===== config.mk =====
export PLATFORM = sky130hd
export DESIGN_NAME = serdes_tx_link_ctrl_flat
export DESIGN_NICKNAME = d
export VERILOG_FILES = /design/src/rtl/serdes_tx_link_ctrl_if.sv /design/src/rtl/serdes_tx_link_ctrl.sv /design/src/flat_wrapper.sv
export SDC_FILE = /design/constraint.sdc
export NUM_CORES = 1
export LEC_CHECK = 0
export ABC_AREA = 1
export BUFFER_PORTS_ARGS = -buffer_cell sky130_fd_sc_hd__buf_2
export CORE_MARGIN = 2
export CORE_UTILIZATION = 39
export DETAILED_ROUTE_END_ITERATION = 16
export PLACE_DENSITY = 0.74
export SYNTH_ARGS = -nofsm -noshare
export SYNTH_HDL_FRONTEND = slang
export SYNTH_SLANG_ARGS = --single-unit

===== constraint.sdc =====
create_clock -name clk -period 2.2 [get_ports clk]
set_clock_uncertainty 0.1 [all_clocks]
set_input_delay 0.66 -clock clk [delete_from_list [all_inputs] [get_ports clk]]
set_output_delay 0.66 -clock clk [all_outputs]
set_load 0.1 [all_outputs]

===== src/rtl/serdes_tx_link_ctrl_if.sv =====
// Upstream word handshake plus the serializer-facing word and lane-group disable bus.
// tx_ready is combinational from the controller; ser_data/serd_cmd are registered.
interface serdes_tx_link_ctrl_if #(
    parameter int LANES = 5
);
    logic               tx_valid;
    logic [8*LANES-1:0] tx_data;
    logic               tx_last;
    logic               tx_ready;
    logic [8*LANES-1:0] ser_data;
    logic [1:0]         serd_cmd;

    modport master (
        output tx_valid, tx_data, tx_last,
        input  tx_ready, ser_data, serd_cmd
    );

    modport slave (
        input  tx_valid, tx_data, tx_last,
        output tx_ready, ser_data, serd_cmd
    );
endinterface


===== src/rtl/serdes_tx_link_ctrl.sv =====
// LVDS TX link sequencer: lane enable, training fill, SOF/payload/EOF framing, idle gaps.
// One-cycle registered output latency; tx_ready only in DATA with link_en high (no skid).
module serdes_tx_link_ctrl #(
    parameter int LANES        = 5,
    parameter int TRAIN_CYCLES = 64,
    parameter int MAX_WORDS    = 256,
    parameter int GAP_CYCLES   = 2
) (
    input  logic                 clk,
    input  logic                 reset_n,
    input  logic                 i_link_en,
    serdes_tx_link_ctrl_if.slave bus,
    output logic                 o_link_up,
    output logic [15:0]          o_frame_cnt,
    output logic                 o_err_overlen,
    output logic                 o_err_underrun
);
    localparam int DW  = 8 * LANES;
    localparam int TCW = $clog2(TRAIN_CYCLES + 1);
    localparam int WCW = $clog2(MAX_WORDS + 1);
    localparam int GCW = $clog2(GAP_CYCLES + 1);

    localparam logic [DW-1:0] W_IDLE  = {LANES{8'h7E}};
    localparam logic [DW-1:0] W_SOF   = {LANES{8'hFB}};
    localparam logic [DW-1:0] W_EOF   = {LANES{8'hFD}};
    localparam logic [DW-1:0] W_ABORT = {LANES{8'hFE}};

    typedef enum logic [2:0] {
        S_OFF, S_TRAIN, S_IDLE, S_SOF, S_DATA, S_EOF, S_ABORT, S_GAP
    } state_t;

    state_t         r_state,        w_state_nxt;
    logic [TCW-1:0] r_train_cnt,    w_train_cnt_nxt;
    logic [WCW-1:0] r_word_cnt,     w_word_cnt_nxt;
    logic [GCW-1:0] r_gap_cnt,      w_gap_cnt_nxt;
    logic           r_gap_off,      w_gap_off_nxt;
    logic [DW-1:0]  r_ser_data,     w_ser_data_nxt;
    logic [1:0]     r_serd_cmd,     w_serd_cmd_nxt;
    logic [15:0]    r_frame_cnt,    w_frame_cnt_nxt;
    logic           r_err_overlen,  w_err_overlen_nxt;
    logic           r_err_underrun, w_err_underrun_nxt;

    logic           w_tx_ready;
    logic           w_hs;
    logic [WCW-1:0] w_word_cnt_inc;

    // Gated by reset_n so a word offered in the reset cycle is never consumed and dropped.
    assign w_tx_ready     = (r_state == S_DATA) && i_link_en && reset_n;
    assign w_hs           = w_tx_ready && bus.tx_valid;
    assign w_word_cnt_inc = r_word_cnt + 1'b1;

    always_comb begin
        w_state_nxt        = r_state;
        w_train_cnt_nxt    = r_train_cnt;
        w_word_cnt_nxt     = r_word_cnt;
        w_gap_cnt_nxt      = r_gap_cnt;
        w_gap_off_nxt      = r_gap_off;
        w_ser_data_nxt     = W_IDLE;
        w_serd_cmd_nxt     = 2'b00;
        w_frame_cnt_nxt    = r_frame_cnt;
        w_err_overlen_nxt  = 1'b0;
        w_err_underrun_nxt = 1'b0;

        case (r_state)
            S_OFF: begin
                w_serd_cmd_nxt  = 2'b11;
                w_train_cnt_nxt = '0;
                if (i_link_en) w_state_nxt = S_TRAIN;
            end
            S_TRAIN: begin
                if (!i_link_en) begin
                    w_state_nxt = S_OFF;
                end else if (r_train_cnt == TCW'(TRAIN_CYCLES - 1)) begin
                    w_state_nxt = S_IDLE;
                end else begin
                    w_train_cnt_nxt = r_train_cnt + 1'b1;
                end
            end
            S_IDLE: begin
                if (!i_link_en)        w_state_nxt = S_OFF;
                else if (bus.tx_valid) w_state_nxt = S_SOF;
            end
            S_SOF: begin
                if (!i_link_en) begin
                    w_state_nxt = S_OFF;
                end else begin
                    w_ser_data_nxt = W_SOF;
                    w_word_cnt_nxt = '0;
                    w_state_nxt    = S_DATA;
                end
            end
            S_DATA: begin
                if (!i_link_en) begin
                    w_state_nxt = S_ABORT;
                end else if (w_hs) begin
                    w_ser_data_nxt = bus.tx_data;
                    w_word_cnt_nxt = w_word_cnt_inc;
                    if (bus.tx_last) begin
                        w_state_nxt = S_EOF;
                    end else if (w_word_cnt_inc == WCW'(MAX_WORDS)) begin
                        // The word that hits the limit is the final payload word.
                        w_err_overlen_nxt = 1'b1;
                        w_state_nxt       = S_EOF;
                    end
                end else begin
                    w_err_underrun_nxt = 1'b1;
                end
            end
            S_EOF: begin
                w_ser_data_nxt  = W_EOF;
                w_frame_cnt_nxt = r_frame_cnt + 16'd1;
                w_gap_cnt_nxt   = '0;
                w_gap_off_nxt   = !i_link_en;
                w_state_nxt     = S_GAP;
            end
            S_ABORT: begin
                w_ser_data_nxt = W_ABORT;
                w_gap_cnt_nxt  = '0;
                w_gap_off_nxt  = 1'b1;
                w_state_nxt    = S_GAP;
            end
            S_GAP: begin
                // A shutdown request during the gap is remembered and honoured once it ends.
                if (!i_link_en) w_gap_off_nxt = 1'b1;
                if (r_gap_cnt == GCW'(GAP_CYCLES - 1)) begin
                    w_state_nxt = (r_gap_off || !i_link_en) ? S_OFF : S_IDLE;
                end else begin
                    w_gap_cnt_nxt = r_gap_cnt + 1'b1;
                end
            end
            default: begin
                w_state_nxt = S_OFF;
            end
        endcase
    end

    always_ff @(posedge clk) begin
        if (!reset_n) begin
            r_state        <= S_OFF;
            r_train_cnt    <= '0;
            r_word_cnt     <= '0;
            r_gap_cnt      <= '0;
            r_gap_off      <= 1'b0;
            r_ser_data     <= W_IDLE;
            r_serd_cmd     <= 2'b11;
            r_frame_cnt    <= '0;
            r_err_overlen  <= 1'b0;
            r_err_underrun <= 1'b0;
        end else begin
            r_state        <= w_state_nxt;
            r_train_cnt    <= w_train_cnt_nxt;
            r_word_cnt     <= w_word_cnt_nxt;
            r_gap_cnt      <= w_gap_cnt_nxt;
            r_gap_off      <= w_gap_off_nxt;
            r_ser_data     <= w_ser_data_nxt;
            r_serd_cmd     <= w_serd_cmd_nxt;
            r_frame_cnt    <= w_frame_cnt_nxt;
            r_err_overlen  <= w_err_overlen_nxt;
            r_err_underrun <= w_err_underrun_nxt;
        end
    end

    assign bus.tx_ready   = w_tx_ready;
    assign bus.ser_data   = r_ser_data;
    assign bus.serd_cmd   = r_serd_cmd;
    assign o_link_up      = (r_state == S_IDLE) || (r_state == S_SOF) || (r_state == S_DATA) ||
                            (r_state == S_EOF)  || (r_state == S_GAP);
    assign o_frame_cnt    = r_frame_cnt;
    assign o_err_overlen  = r_err_overlen;
    assign o_err_underrun = r_err_underrun;
endmodule

===== src/flat_wrapper.sv =====
// flat-port wrapper written by rule: the top's interface ports become plain ports
module serdes_tx_link_ctrl_flat 
#(
    parameter int LANES        = 5,
    parameter int TRAIN_CYCLES = 64,
    parameter int MAX_WORDS    = 256,
    parameter int GAP_CYCLES   = 2
)
  (clk, reset_n, i_link_en, o_link_up, o_frame_cnt, o_err_overlen, o_err_underrun, bus_tx_valid, bus_tx_data, bus_tx_last, bus_tx_ready, bus_ser_data, bus_serd_cmd);
  serdes_tx_link_ctrl_if #(.LANES(LANES)) bus_i ();
  input  logic clk;
  input  logic reset_n;
  input  logic i_link_en;
  output logic o_link_up;
  output logic [15:0] o_frame_cnt;
  output logic o_err_overlen;
  output logic o_err_underrun;
  input wire logic [$bits(bus_i.tx_valid)-1:0] bus_tx_valid;
  input wire logic [$bits(bus_i.tx_data)-1:0] bus_tx_data;
  input wire logic [$bits(bus_i.tx_last)-1:0] bus_tx_last;
  output wire logic [$bits(bus_i.tx_ready)-1:0] bus_tx_ready;
  output wire logic [$bits(bus_i.ser_data)-1:0] bus_ser_data;
  output wire logic [$bits(bus_i.serd_cmd)-1:0] bus_serd_cmd;
  assign bus_i.tx_valid = bus_tx_valid;
  assign bus_i.tx_data = bus_tx_data;
  assign bus_i.tx_last = bus_tx_last;
  assign bus_tx_ready = bus_i.tx_ready;
  assign bus_ser_data = bus_i.ser_data;
  assign bus_serd_cmd = bus_i.serd_cmd;
  serdes_tx_link_ctrl #(.LANES(LANES), .TRAIN_CYCLES(TRAIN_CYCLES), .MAX_WORDS(MAX_WORDS), .GAP_CYCLES(GAP_CYCLES)) u_core (.clk(clk), .reset_n(reset_n), .i_link_en(i_link_en), .bus(bus_i), .o_link_up(o_link_up), .o_frame_cnt(o_frame_cnt), .o_err_overlen(o_err_overlen), .o_err_underrun(o_err_underrun));
endmodule

==> impl_metrics.toml, run 1 <==
[run_status]
status = "complete, no violations"

[clock_network]
clk_latency_ps = 360
clock_path_buffers = 2
cts_tree = "yes"
cts_sinks = 81
clk_pin_slew_ps = 90
cts_buffers = 9
cts-htree-levels = 3
clockRootBuffer = "clkbuf_8"

[finish]
final_cell_area_um2 = 4350
utilization_pct = 52.4
layout-drive-gt1-share_pct = 30.7
nNetsFinal = 606
syn_to_final_growth_pct = 28.3
n_antenna_cell = 0

[setup_path]
critPathTopFamily = "simple AND/OR/NAND/NOR gates"
crit_path_start_kind = "flop"
cp.buffers_inverters = 2
path_class = "reg2out"
cp_max_fo = 7
path_cells = "nor2_4 > nand2_4 > nor2_4 > nand2_2 > clkinvlp_4 > buf_12"
cp.arrival_ps = 1410
crit_top_cell = "nor2_4"
endpoint_kind = "output pin"
required_ps = 1440
cpPeakStageDelay_ps = 390
cpMaxStageDelayCell = "dfxtp_4"

[timing]
hold_viol_final = 0
drv_slew = 0
setup_viol = 0
fin_crit_ps = 2170
setup_ws_ps = 25.2
hold_slack_ps = 368
finalCritPeriodShare_pct = 98.9
setup_tns_ps = 0
rsz0062_at_grt = "yes"
tightest_slew_ps = 495
fmaxAchievable_mhz = 460
relSlewSlack_pct = 67.2

[global_route]
grt.total_usage_pct = 16.9
antenna_found_initial = 0
overflow = 0
grt_first_pass_wirelength_um = 13200
grt_pass1_vias = 2898
grt_max_degree = 33

[pwr]
leakage_nw = 1.85
p_int_mw = 2.56
netSwitchingPower_mw = 2.07
seqPwrFrac_pct = 36.7
p_clk_share_pct = 24.7
sw_frac_of_total_pct = 44.8
pwr-share-comb_pct = 38.6
power_density_nw_per_um2 = 1070
ir_drop_mv = 0.455

[placed_design]
dpl.hpwl_um = 5930
dpl_cell_area_um2 = 4110
io_buffers = 106
place_ws_ps = 70.8
place_congestion = 0.905

[synth]
yosys-top-cells-count = "nand2_1 (87), dfxtp_1 (81), nor2_1 (51)"
yosysSeqAreaShare_pct = 47.9
syn-num-nets = 488
ys_async_sr_fraction_pct = 0
syn_inst = 438
ys_ff_latch = 81
syn_area_per_cell_um2 = 7.73
synth_top_area_share_pct = 47.9
synth_cell_type_count = 31
ys_warn_count = 0
ys.flop_type = "dfxtp_1"
synthTopCellsByArea = "dfxtp_1 (48%), nand2_1 (9.6%), a21oi_1 (6.2%), nor2_1 (5.7%), inv_1 (4.5%)"
synth_top_area_cell = "dfxtp_1"
synth_most_common_cell = "nand2_1"
syn_area_um2 = 3390
synth_edf_count = 0

[routing]
vias_per_cell = 4.79
wl_per_cell_um = 12.0
num_vias = 3193
drc = 0
drt_first_pass_iters = 5
dr.first_iter.drc_count = 97
ant_nets = 0
routed_wl_um = 8010

[floorplan]
pin_count = 107
rows = 33
dieArea_um2 = 9450
core_um2 = 8300
start_util_pct = 40.8
die_w_um = 97.2
fp.dieH_um = 97.2

[min_path]
hold_class = "reg2reg"

[job]
max_cap_violations = 0
sequential cells by signal, indices dropped and copies added, names as in the netlist:
register and cells:
u_core.bus.ser_data 40, u_core.bus.serd_cmd 1, u_core.o_err_overlen 1, u_core.o_err_underrun 1, u_core.o_frame_cnt 16, u_core.r_gap_cnt 2, u_core.r_gap_off 1, u_core.r_state 3
u_core.r_train_cnt 7, u_core.r_word_cnt 9
metrics by stage:
stage,std cells,power (mW)
4_1_cts,664,4.65
5_1_grt,666,4.86
6_report,666,4.63
2_1_floorplan,438,3.14
3_5_place_dp,648,3.48
3_3_place_gp,648,3.46
cell families (layout without fill, tap and decap cells):
group | count (synthesis) | in the layout | share of synthesized area [%]
compound gates | 75 | 75 | 12.0
xor+xnor | 6 | 6 | 1.55
fa+ha+maj | 5 | 5 | 1.85
buf+inv | 58 | 181 | 7.09
flops | 81 | 81 | 47.9
simple gates | 213 | 213 | 29.6
layout make-up:
class,count,area (um^2)
tap,105,131
clock inverter,6,72.6
sequential,81,1640
fill,800,3950
multi-input combinational,299,1530
timing repair buffer,118,651
clock buffer,10,138
inverter,47,180
repair_timing:
| item | 4_1_cts | 5_1_grt |
|---|---|---|
| pin swaps | 0 | 2 |
| setup buffers | 0 | 2 |
| hold buffers | 0 | 0 |
| resized for setup | 3 | 3 |
| setup endpoints to repair | 2 | 2 |
power by group through the flow:
stage | Combinational, mW | Sequential [mW] | Clock, mW
2_1_floorplan | 0.679 | 2.46 | 0
3_3_place_gp | 1.74 | 1.72 | 0
3_5_place_dp | 1.76 | 1.72 | 0
4_1_cts | 1.77 | 1.69 | 1.19
5_1_grt | 1.89 | 1.72 | 1.25
6_report | 1.79 | 1.70 | 1.14
layer usage:
| metal | share of wire [%] | track usage [%] |
|---|---|---|
| met1 | 45 | 20.9 |
| met2 | 47 | 27.9 |
| met3 | 7.3 | 6.40 |
| met4 | 0.19 | 4.33 |
| met5 | 0 | 0 |
placed cells by master, fill, tap and decap left out, types with 2 or more instances in the layout:
cell type | netlist | final
inv_1 | 41 | 40
clkinv_4 | 0 | 2
nor2_2 | 4 | 4
clkbuf_8 | 0 | 10
o21ai_0 | 25 | 24
buf_12 | 0 | 2
a21oi_1 | 42 | 42
ha_1 | 5 | 5
nand3_2 | 3 | 3
xor2_1 | 6 | 6
o21ai_2 | 1 | 2
inv_2 | 5 | 5
inv_6 | 0 | 2
buf_2 | 0 | 104
buf_4 | 2 | 12
nor2_4 | 6 | 6
nor2_1 | 51 | 51
nand2_2 | 4 | 3
dfxtp_2 | 0 | 8
or2_1 | 20 | 20
nor3_1 | 8 | 8
nand4_1 | 5 | 5
clkinvlp_4 | 0 | 2
dfxtp_4 | 0 | 2
a211oi_1 | 2 | 2
dfxtp_1 | 81 | 71
nand3_1 | 22 | 22
nand2_1 | 87 | 87
path summary, 6_finish.rpt:
check                                    startpoint                                to  slack [ps]  depth (start not counted)
hold reg to reg    u_core.r_gap_cnt[0]$_SDFFE_PN0P_  u_core.r_gap_cnt[0]$_SDFFE_PN0P_         370                          1
setup reg to reg  u_core.r_word_cnt[1]$_SDFFE_PN0P_    u_core.r_state[2]$_SDFFE_PN0P_         280                         12
hold / removal     u_core.r_gap_cnt[0]$_SDFFE_PN0P_  u_core.r_gap_cnt[0]$_SDFFE_PN0P_         370                          1
setup / recovery     u_core.r_state[1]$_SDFFE_PN0P_                      bus_tx_ready          30                          6
worst reg2reg max path: stages, from the launching register on:
cell and delay [ps]:
dfxtp_1 410, ha_1 220, nand2_1 100, nor2_1 220
nand2_1 80, nand2_1 60, nand2_1 60, nor2_1 90
nand3_1 80, nand2_1 180, nand3_1 100, nand2_1 70
nor2_1 40
(Power assumes the default switching activity.)
==> run 2: changes to the inputs <==
- BUFFER_PORTS_ARGS: -buffer_cell sky130_fd_sc_hd__buf_2 -> not set
- CORE_UTILIZATION: 39 -> 62
- DONT_BUFFER_PORTS: not set -> 1
- PLACE_DENSITY: 0.74 -> 0.88
==> impl_metrics.toml, run 2 (synthesized netlist as in run 1, its figures left out) <==
[clock_network]
clk_pin_slew_ps = 80
cts_setup_buffers = 0
cts-htree-levels = 3
clockRootBuffer = "clkbuf_8"
cts_tree = "yes"
clock_path_buffers = 2
clk_latency_ps = 350
cts_buffers = 9
cts_sinks = 81
cts_hold_buf = 0

[finish]
syn_to_final_growth_pct = 23.9
nNetsFinal = 554
utilization_pct = 80.6
layout_commonest_cell = "nand2_1"
fin_cells = 579
n_antenna_cell = 0
final_cell_mix = "nand2_1 (87), dfxtp_1 (70), buf_4 (63)"
largest_reg_flops = 40
fill_cells = 340
layout-drive-gt1-share_pct = 23.8

[setup_path]
crit_top_cell = "nor2_4"
endpoint_kind = "output pin"
cp.arrival_ps = 1400
cpPeakStageDelay_ps = 360
path_class = "reg2out"
cp_max_fo = 5
cp.buffers_inverters = 2
critPathTopFamily = "simple AND/OR/NAND/NOR gates"
crit_path_start_kind = "flop"
required_ps = 1440
cpMaxStageDelayCell = "dfxtp_2"
path_cells = "nor2_4 > nand2_2 > nor2_4 > nand2_4 > clkinvlp_4 > buf_12"

[timing]
fin_crit_ps = 2160
finalCritPeriodShare_pct = 98.0
drv_slew = 0
fmaxAchievable_mhz = 464
hold_slack_ps = 267
setup_viol = 0
rsz0062_at_grt = "yes"
relSlewSlack_pct = 59.0
hold_viol_final = 0
tightest_slew_ps = 611

[routing]
dr.first_iter.drc_count = 182
routed_wl_um = 8270
wl_per_cell_um = 14.3
vias_per_cell = 5.32
drc = 0
num_vias = 3079
ant_nets = 0
drt_first_pass_iters = 4

[floorplan]
start_util_pct = 65.1
dieArea_um2 = 6070
die_w_um = 77.9
pin_count = 107
core_um2 = 5200
fp.dieH_um = 77.9
rows = 26

[pwr]
ir_drop_mv = 1.00
leakage_nw = 1.71
power_density_nw_per_um2 = 1130

[global_route]
antenna_found_initial = 0
grt_max_degree = 33
grt.total_usage_pct = 27.2
overflow = 0
grt_first_pass_wirelength_um = 13000
grt_pass1_vias = 2864

[job]
max_cap_violations = 0

[placed_design]
dp.cells = 563
place_congestion = 0.971
io_buffers = 0
dpl.hpwl_um = 6090

[run_status]
status = "complete, no violations"

[min_path]
hold_class = "in2reg"
run 2: worst register-to-register path: cells and delay by family, from the launching register on:
kind	cells	cell delay, ps
DFF	1	410
and+or+nand+nor	11	1030
adders and majority gates	1	220
run 2: layer usage:
layer  up-vias  part of all wire (%)  GRT usage (%)
met1      1412                    39           29.5
met4         0                   1.6           11.1
met5         -                     0              0
met2       116                    52           50.3
met3        15                   7.6           6.40
li1       1536                     -              -
run 2: final timing paths:
kind / from / to / slack (ps) / cells after the start
worst max-delay path: u_core.r_state[0]$_SDFFE_PN0P_ / bus_tx_ready / 40 / 6
worst min-delay path: bus_tx_valid / u_core.o_err_underrun$_SDFF_PN0_ / 270 / 1
worst max register to register: u_core.r_word_cnt[1]$_SDFFE_PN0P_ / u_core.r_state[2]$_SDFFE_PN0P_ / 350 / 12
worst min register to register: u_core.r_gap_off$_SDFFE_PN0P_ / u_core.r_gap_off$_SDFFE_PN0P_ / 370 / 2
run 2: final cells by class:
class	count	area (um^2)	area share, %
clock inverters	6	90.1	2.15
well taps	70	87.6	2.09
multi-input cells	299	1530	36.5
clock buffers	10	138	3.28
repair buffers	66	533	12.7
flip-flops and latches	81	1640	39.0
inverters	47	180	4.29
run 2: stage by stage:
stage	TNS (ps)	total power [mW]	setup slack, ps	instance area [um^2]
6_report	0	4.73	44.1	4200
5_1_grt	-23.5	4.89	-23.5	4200
4_1_cts	0	4.73	6.47	4190
3_5_place_dp	0	3.52	185	3960
3_3_place_gp	0	3.47	210	3960
2_1_floorplan	0	3.14	3.66	3400
run 2: what timing repair did:
item | 4_1_cts | 5_1_grt
endpoints found under the setup margin | 2 | 1
endpoints found under the hold margin | 0 | 0
gates resized for setup | 3 | 1
pin swaps | 0 | 0
cloned | 0 | 0
run 2: power breakdown:
part           total [mW]  leakage [nW]  switching (mW)  internal [mW]
Sequential           1.71         0.661          0.0951           1.61
Clock                1.23         0.113           0.556          0.674
Combinational        1.79         0.933            1.39          0.405
